===== src/rtl/chunk_proc_pkg.sv =====
`default_nettype none
// +--------------------------------------------------------------------------+
// | Module   : chunk_proc_pkg                                                |
// | Desc     : Shared widths, saturation limits and FSM states.              |
// | Revision : 1.0                                                           |
// +--------------------------------------------------------------------------+
package chunk_proc_pkg;

  localparam int SAMPLE_W  = 24;
  localparam int PTR_W     = 6;
  localparam int BUF_DEPTH = 64;

  localparam logic signed [SAMPLE_W-1:0] SAMPLE_MAX = {1'b0, {(SAMPLE_W-1){1'b1}}};
  localparam logic signed [SAMPLE_W-1:0] SAMPLE_MIN = {1'b1, {(SAMPLE_W-1){1'b0}}};

  typedef enum logic [1:0] {
    IDLE  = 2'd0,
    RUN   = 2'd1,
    DRAIN = 2'd2
  } state_t;

endpackage
`default_nettype wire


===== src/rtl/sample_gain_sat.sv =====
`default_nettype none
// +--------------------------------------------------------------------------+
// | Module   : sample_gain_sat                                               |
// | Desc     : Combinational signed gain, arithmetic shift and saturation.   |
// | Revision : 1.0                                                           |
// +--------------------------------------------------------------------------+
module sample_gain_sat #(
  parameter int SAMPLE_W   = chunk_proc_pkg::SAMPLE_W,
  parameter int GAIN       = 1,
  parameter int GAIN_SHIFT = 0
) (
  input  logic signed [SAMPLE_W-1:0] i_sample,
  output logic signed [SAMPLE_W-1:0] o_sample
);

  localparam int P_W = SAMPLE_W + 16;
  localparam logic signed [15:0]    c_gain = 16'(GAIN);
  // Output limits sign-extended to product width; min is the bitwise inverse of max.
  localparam logic signed [P_W-1:0] c_max  = {{(P_W-SAMPLE_W+1){1'b0}}, {(SAMPLE_W-1){1'b1}}};
  localparam logic signed [P_W-1:0] c_min  = ~c_max;

  logic signed [P_W-1:0] w_a;
  logic signed [P_W-1:0] w_g;
  logic signed [P_W-1:0] w_prod;
  logic signed [P_W-1:0] w_shift;

  assign w_a     = {{16{i_sample[SAMPLE_W-1]}}, i_sample};
  assign w_g     = {{SAMPLE_W{c_gain[15]}}, c_gain};
  assign w_prod  = w_a * w_g;
  assign w_shift = w_prod >>> GAIN_SHIFT;

  always_comb begin
    o_sample = w_shift[SAMPLE_W-1:0];
    if (w_shift > c_max) begin
      o_sample = c_max[SAMPLE_W-1:0];
    end else if (w_shift < c_min) begin
      o_sample = c_min[SAMPLE_W-1:0];
    end
  end

endmodule
`default_nettype wire


===== src/rtl/chunk_processor.sv =====
`default_nettype none
// +--------------------------------------------------------------------------+
// | Module   : chunk_processor                                               |
// | Desc     : Reads one input buffer per trigger, applies gain, writes out. |
// | Revision : 1.0                                                           |
// +--------------------------------------------------------------------------+
module chunk_processor
  import chunk_proc_pkg::state_t, chunk_proc_pkg::IDLE, chunk_proc_pkg::RUN, chunk_proc_pkg::DRAIN;
#(
  parameter int SAMPLE_W     = chunk_proc_pkg::SAMPLE_W,
  parameter int PTR_W        = chunk_proc_pkg::PTR_W,
  parameter int BUF_DEPTH    = chunk_proc_pkg::BUF_DEPTH,
  parameter int GAIN         = 1,
  parameter int GAIN_SHIFT   = 0,
  parameter int READ_LATENCY = 1
) (
  input  logic                       clk,
  input  logic                       rst_n,
  input  logic                       chunk_pulse,
  output logic [PTR_W-1:0]           input_buff_ptr,
  input  logic signed [SAMPLE_W-1:0] input_buff_sample,
  output logic [PTR_W-1:0]           output_buff_ptr,
  output logic signed [SAMPLE_W-1:0] output_buff_sample,
  output logic                       output_buff_write_pulse,
  output logic                       busy,
  output logic                       overrun
);

  localparam int c_cnt_w = $clog2(READ_LATENCY + 2);

  state_t                            r_state, w_state_nxt;
  logic [PTR_W-1:0]                  r_ptr, w_ptr_nxt;
  logic [c_cnt_w-1:0]                r_drain, w_drain_nxt;
  logic                              r_pulse_d;
  logic                              r_overrun;
  logic                              w_edge;
  logic                              w_run;
  logic [READ_LATENCY-1:0]           r_vld_pipe;
  logic [READ_LATENCY-1:0][PTR_W-1:0] r_ptr_pipe;
  logic                              r_we;
  logic [PTR_W-1:0]                  r_optr;
  logic signed [SAMPLE_W-1:0]        r_osample;
  logic signed [SAMPLE_W-1:0]        w_gain;

  assign w_edge = chunk_pulse & ~r_pulse_d;
  assign w_run  = (r_state == RUN);

  always_ff @(posedge clk or negedge rst_n) begin
    if (!rst_n) begin
      r_state <= IDLE;
      r_ptr   <= '0;
      r_drain <= '0;
    end else begin
      r_state <= w_state_nxt;
      r_ptr   <= w_ptr_nxt;
      r_drain <= w_drain_nxt;
    end
  end

  always_comb begin
    w_state_nxt = r_state;
    w_ptr_nxt   = r_ptr;
    w_drain_nxt = r_drain;
    case (r_state)
      IDLE: begin
        w_ptr_nxt = '0;
        if (w_edge) w_state_nxt = RUN;
      end
      RUN: begin
        // Pointer parks on the last address; it never wraps inside a chunk.
        if (r_ptr == PTR_W'(BUF_DEPTH - 1)) begin
          w_state_nxt = DRAIN;
          w_drain_nxt = '0;
        end else begin
          w_ptr_nxt = r_ptr + 1'b1;
        end
      end
      DRAIN: begin
        if (r_drain == c_cnt_w'(READ_LATENCY)) begin
          w_state_nxt = IDLE;
          w_ptr_nxt   = '0;
        end else begin
          w_drain_nxt = r_drain + 1'b1;
        end
      end
      default: w_state_nxt = IDLE;
    endcase
  end

  // Address/valid delay line matching the RAM read latency.
  generate
    if (READ_LATENCY > 1) begin : g_pipe_deep
      always_ff @(posedge clk or negedge rst_n) begin
        if (!rst_n) begin
          r_vld_pipe <= '0;
          r_ptr_pipe <= '0;
        end else begin
          r_vld_pipe <= {r_vld_pipe[READ_LATENCY-2:0], w_run};
          r_ptr_pipe <= {r_ptr_pipe[READ_LATENCY-2:0], r_ptr};
        end
      end
    end else begin : g_pipe_one
      always_ff @(posedge clk or negedge rst_n) begin
        if (!rst_n) begin
          r_vld_pipe <= '0;
          r_ptr_pipe <= '0;
        end else begin
          r_vld_pipe <= w_run;
          r_ptr_pipe <= r_ptr;
        end
      end
    end
  endgenerate

  sample_gain_sat #(
    .SAMPLE_W  (SAMPLE_W),
    .GAIN      (GAIN),
    .GAIN_SHIFT(GAIN_SHIFT)
  ) u_gain (
    .i_sample(input_buff_sample),
    .o_sample(w_gain)
  );

  always_ff @(posedge clk or negedge rst_n) begin
    if (!rst_n) begin
      r_pulse_d <= 1'b0;
      r_overrun <= 1'b0;
      r_we      <= 1'b0;
      r_optr    <= '0;
      r_osample <= '0;
    end else begin
      r_pulse_d <= chunk_pulse;
      r_overrun <= w_edge && (r_state != IDLE);
      r_we      <= r_vld_pipe[READ_LATENCY-1];
      if (r_vld_pipe[READ_LATENCY-1]) begin
        r_optr    <= r_ptr_pipe[READ_LATENCY-1];
        r_osample <= w_gain;
      end
    end
  end

  assign input_buff_ptr          = r_ptr;
  assign output_buff_ptr         = r_optr;
  assign output_buff_sample      = r_osample;
  assign output_buff_write_pulse = r_we;
  assign busy                    = (r_state != IDLE);
  assign overrun                 = r_overrun;

endmodule
`default_nettype wire


===== config.mk =====
export PLATFORM = sky130hd
export DESIGN_NAME = chunk_processor
export DESIGN_NICKNAME = d
export VERILOG_FILES = /design/src/rtl/chunk_proc_pkg.sv /design/src/rtl/sample_gain_sat.sv /design/src/rtl/chunk_processor.sv
export SDC_FILE = /design/constraint.sdc
export NUM_CORES = 1
export LEC_CHECK = 0
export ABC_AREA = 1
export CORE_MARGIN = 4
export CORE_UTILIZATION = 48
export CTS_CLUSTER_SIZE = 8
export DETAILED_ROUTE_END_ITERATION = 6
export HOLD_SLACK_MARGIN = 0.08
export PLACE_DENSITY = 0.84
export SKIP_LAST_GASP = 1
export SYNTH_ARGS = -nofsm -noshare
export SYNTH_HDL_FRONTEND = slang
export SYNTH_SLANG_ARGS = --single-unit

===== constraint.sdc =====
create_clock -name clk -period 2.7 [get_ports clk]
set_input_delay 0.54 -clock clk [delete_from_list [all_inputs] [get_ports clk]]
set_output_delay 0.54 -clock clk [all_outputs]
set_load 0.05 [all_outputs]

== Word level (Yosys, flattened, before mapping) ==
Index checks and enable logic that the tools add are counted.

* Reductions and logical operators: 8
* Bitwise logic cells: 2
* Div/mod/pow operators: 0
* $mul: 0
* Equal/unequal tests: 9
* $add $sub $neg: 2
* $lt $le $gt $ge: 2
* Multiplexer cells: 12
* Shift operators: 0

{| class="wikitable"
|+ Operators by type and width
! operator !! number
|-
| $mux 24 || 2
|-
| $gt 24x24->1 const B || 1
|-
| $lt 24x24->1 const B || 1
|-
| $pmux 6 s3 || 1
|-
| $mux 6 || 2
|-
| $mux 2 || 5
|-
| $reduce_and 3->1 || 3
|-
| $ne 2x2->1 const B || 4
|-
| $add 6x1->6 const B || 1
|-
| $eq 6x6->1 const B || 1
|-
| $pmux 2 s3 || 1
|-
| $eq 2x1->1 const B || 2
|-
| $pmux 2 s2 || 1
|-
| $reduce_bool 2->1 || 2
|-
| $reduce_bool 3->1 || 1
|-
| $add 2x1->2 const B || 1
|-
| $eq 2x2->1 const B || 1
|-
| $logic_not 2->1 || 1
|-
| $ne 2x1->1 const B || 1
|-
| $and 1x1->1 || 1
|-
| $logic_and 1x1->1 || 1
|-
| $not 1->1 || 1
|}

* Latch bits: 0
* ROM bits: 0
* Memories: 0
* Register bits after elaboration: 50
* Memory bits (writable): 0

== Longest topological paths before layout ==
* Depth in word-level cells: 4
* Depth in mapped cells: 8
* Depth with buffers taken out: 8

== Hierarchy ==
From an unflattened synthesis, not the netlist that was laid out.

* Cells, all modules: 169
* Area total of the unflattened synthesis: 2024.4 um^2

{| class="wikitable"
|+ Modules (own cells, without submodules)
! module !! instances !! cells each !! area each (um^2)
|-
| chunk_processor || 1 || 145 || 1934.4
|-
| sample_gain_sat || 1 || 24 || 90.1
|}

== Worst setup path before layout ==
Ideal clock, no wire load.

* Path kind: flip-flop to flip-flop
* From: reg r_ptr[0], in the netlist input_buff_ptr[0]
* To: reg r_ptr[5], in the netlist input_buff_ptr[5]
* Required time: 2.582 ns
* Slack: 1.031 ns
* Clock period less this slack: 1.669 ns
* Arrival time: 1.551 ns
* Stages on the path, launching flop included: 9
* Setup time: 0.118 ns
* Path through: dfrtp_1 > ha_1 > nand2_2 > nor2_4 > nand3_4 > nand3_4 > inv_2 > nand2_1 > nand2_1

* Longest elaborated chain between the ends: 3

{| class="wikitable"
|+ Ends and longest elaborated chain
! item !! RTL line !! text
|-
| from (decl) || chunk_processor.sv:32 || <nowiki>logic [PTR_W-1:0] r_ptr, w_ptr_nxt;</nowiki>
|-
| from (signal assigned) || chunk_processor.sv:55 || <nowiki>r_ptr <= w_ptr_nxt;</nowiki>
|-
| $add 6x1->6 or $eq 6x6->1 (tied branches) || chunk_processor.sv:75, chunk_processor.sv:71 ||
|-
| $mux 6 or $ne 2x2->1 (tied branches) || n/a ||
|-
| $pmux 6 s3 or $reduce_and 3->1 (tied branches) || n/a ||
|}

Parallel ways exist; a longest one is shown, timed or not. The select of a mux whose other input is x is not followed.
A chain may end at the register's enable or synchronous reset.

== Worst setup path after layout ==
* From: reg r_state[1]
* To: out busy

* Longest elaborated chain between the ends: 1

{| class="wikitable"
|+ Ends and longest elaborated chain
! item !! RTL line !! text
|-
| from (decl) || chunk_processor.sv:31 || <nowiki>state_t r_state, w_state_nxt;</nowiki>
|-
| from (signal assigned) || chunk_processor.sv:54 || <nowiki>r_state <= w_state_nxt;</nowiki>
|-
| $reduce_bool 2->1 || chunk_processor.sv:146 || <nowiki>assign busy = (r_state != IDLE);</nowiki>
|-
| to (decl) || chunk_processor.sv:25 || <nowiki>output logic busy,</nowiki>
|}

No other way between the ends.

==> metrics.cfg <==
[synthesis]
synth_cell_types = 21
syn_inst = 141
synth-compound-area-share_pct = 2.86
synth_area_um2 = 1920
yosysSeqAreaShare_pct = 65.0
yosys.area.top_type = dfrtp_1
yosys.area_share.simple_pct = 11.1
synth-xor-area-share_pct = 0
avgSynthCellArea_um2 = 13.6
synth-adder-area-share_pct = 1.30
yosys_warnings = 0
synthesis.nets = 170
synth_top_family_by_area = multiplexers
synth_area_leaders = dfrtp_1 (65%), mux2_1 (9.4%), mux2_2 (8.2%)
synth_seq_cells = 50
synth_top_area_share_pct = 65.0
muxShareOfSynthArea_pct = 17.6

[pwr]
pwr-share-seq_pct = 49.4
ir_drop_mv = 0.451
powerDensity_nw_per_um2 = 564
pwr-share-comb_pct = 11.4
p_int_mw = 1.22
netSwitchingFraction_pct = 22.6
p_sw_uw = 355
clkPwrFrac_pct = 39.2
leakage_nw = 1.20

[drt]
drc = 0
dr.pass1.iters = 4
viasPerCell = 5.06
drtIter0Drc = 72
vias = 1330
drt-total-wl_mm = 3.84
ant_nets = 0
routedWlPerCell_um = 14.6

[die]
core_um2 = 3770
top_level_ports = 66
num_rows = 22
die_w_um = 71.3
die_h_um = 71.3
start_util_pct = 51.0
die-area_um2 = 5090

[flow_run]
maxCapViolCount = 0

[place]
dp_slack_ns = 0.771
placed_area_um2 = 2640
hpwl_mm = 2.82
gp_congestion = 0.839
io_buffers = 65
place_inst = 254

[sta]
setup_slack_ns = 0.442
maxSlewHeadroom_pct = 65.0
clock_skew_ns = 0.00536
finalCritPeriodShare_pct = 83.6
finalSetupViolCount = 0
slew_violations = 0
max_freq_mhz = 443
timing.final.crit_period_ns = 2.26
rsz0062_at_grt = false
tightest_slew_ns = 0.524
hold_violations = 0
tns_ns = 0
whs_ns = 0.485

[grt]
grt_usage_pct = 16.4
grt_max_degree = 28
grt_pass1_wl_mm = 6.48
grt_overflow = 0
antenna_found_initial = 0
grt_pass1_vias = 1376

[setup_path]
critPathSlowestCell = clkdlybuf4s50_1
crit_chain = nor2_1 > inv_1 > clkdlybuf4s50_1
crit_required_ns = 2.16
endpoint_kind = primary output
critPathArrivalTime_ns = 1.72
startpoint_type = flop
crit_type = reg -> out
cp_max_fo = 5
cp_slowest_stage_delay_ns = 0.81

[cts]
clock_latency_ns = 0.30
htree_levels = 2
clock-root-buffer = clkbuf_8
clk_pin_slew_worst_paths_ns = 0.09
clockBufferDepth = 2
cts_buffers = 5
clkSinkCount = 50
cts_tree = done

[layout]
finalNonFillerCells = 263
fin_area_um2 = 2790
nFillCells = 235
drive_gt1_share_pct = 16.7
nNetsFinal = 243
multi_input_area_um2 = 632
area_growth_pct = 44.7
antenna_cells = 0
seqCellArea_um2 = 1250

[hold_path]
worst_hold_path_type = reg -> reg

[run_status]
outcome = completed

through the flow:
step	utilization, %	power, mW
6_report	73.9	1.57
5_1_grt	73.9	1.64
4_1_cts	73.9	1.58
3_5_place_dp	69.9	0.972
3_3_place_gp	69.9	0.968
2_1_floorplan	-	0.875
power by group through the flow:
| stage | Sequential [mW] | Combinational [mW] | Clock [mW] |
|---|---|---|---|
| floorplan | 0.860 | 0.0146 | 0 |
| global placement | 0.790 | 0.177 | 0 |
| detailed placement | 0.792 | 0.179 | 0 |
| CTS | 0.777 | 0.181 | 0.623 |
| global route | 0.780 | 0.189 | 0.671 |
| finish | 0.777 | 0.178 | 0.616 |
final cells by class:
type | instances | area share, %
Sequential cell | 50 | 44.9
Timing Repair Buffer | 69 | 24.3
Multi-Input combinational cell | 81 | 22.7
Clock buffer | 5 | 2.47
Clock inverter | 3 | 2.47
Tap cell | 48 | 2.16
Inverter | 7 | 0.943
metal layers:
| metal | track usage, % | up-vias | wire length [um] |
|---|---|---|---|
| met5 | 0 | - | 0 |
| met4 | 5.64 | 0 | 66 |
| met3 | 5.33 | 10 | 327 |
| met2 | 26.0 | 56 | 1870 |
| met1 | 21.2 | 642 | 1580 |
| li1 | - | 622 | - |
synthesized netlist by cell type:
cell,n
mux2_1,16
nor3b_1,1
nand2_2,2
nand2_1,21
nor2_1,5
nand3b_1,1
mux2_2,14
o21ai_2,2
nand4_1,1
nor2_4,2
inv_2,2
buf_2,3
o21ai_0,2
o21ai_1,3
nand3_4,2
nand3_1,5
ha_1,2
a21oi_1,1
inv_1,5
dfrtp_1,50
a21boi_0,1
flip-flops by register name (all words and copies together), names as in the netlist:
name,flops
r_pulse_d,1
output_buff_write_pulse,1
r_vld_pipe,1
output_buff_sample,24
r_ptr_pipe,6
overrun,1
input_buff_ptr,6
output_buff_ptr,6
r_state,2
r_drain,2
worst paths after layout:
kind	from	end	slack [ns]	depth (start not counted)
max in group asynchronous	rst_n	r_vld_pipe	1.66	3
min in group asynchronous	rst_n	output_buff_sample[0]	0.55	2
worst min-delay path	r_ptr_pipe[4]	output_buff_ptr[4]	0.48	1
worst min register to register	r_ptr_pipe[4]	output_buff_ptr[4]	0.48	1
worst max register to register	input_buff_ptr[0]	input_buff_ptr[5]	1.17	8
worst max-delay path	r_state[1]	busy	0.44	3
cell families (layout without fill, tap and decap cells):
logic type | Yosys count | in the layout
fa+ha+maj | 2 | 2
simple gates | 40 | 40
buf+inv | 10 | 84
compound gates | 9 | 9
flops | 50 | 50
mux | 30 | 30
critical path, delay by kind of cell (launching register included):
kind,cells,cell delay (ns)
simple gates,1,0.08
buf+inv,2,0.89
flops,1,0.45
what timing repair did:
item                      in CTS  in global routing
hold buffers                   1                  0
resized for setup              0                  0
buffers inserted               0                  0
hold endpoints to repair       1                  0
layout by cell type, fill, tap and decap left out, types with 3 or more instances in the layout:
| master | netlist | layout |
|---|---|---|
| clkdlybuf4s50_1 | 0 | 64 |
| dfrtp_1 | 50 | 50 |
| nand2_1 | 21 | 21 |
| mux2_1 | 16 | 16 |
| mux2_2 | 14 | 14 |
| nor2_1 | 5 | 5 |
| inv_1 | 5 | 5 |
| nand3_1 | 5 | 5 |
| clkbuf_8 | 0 | 5 |
| o21ai_1 | 3 | 3 |
| buf_4 | 0 | 3 |
Note: power is estimated with default switching activity, not from simulation.
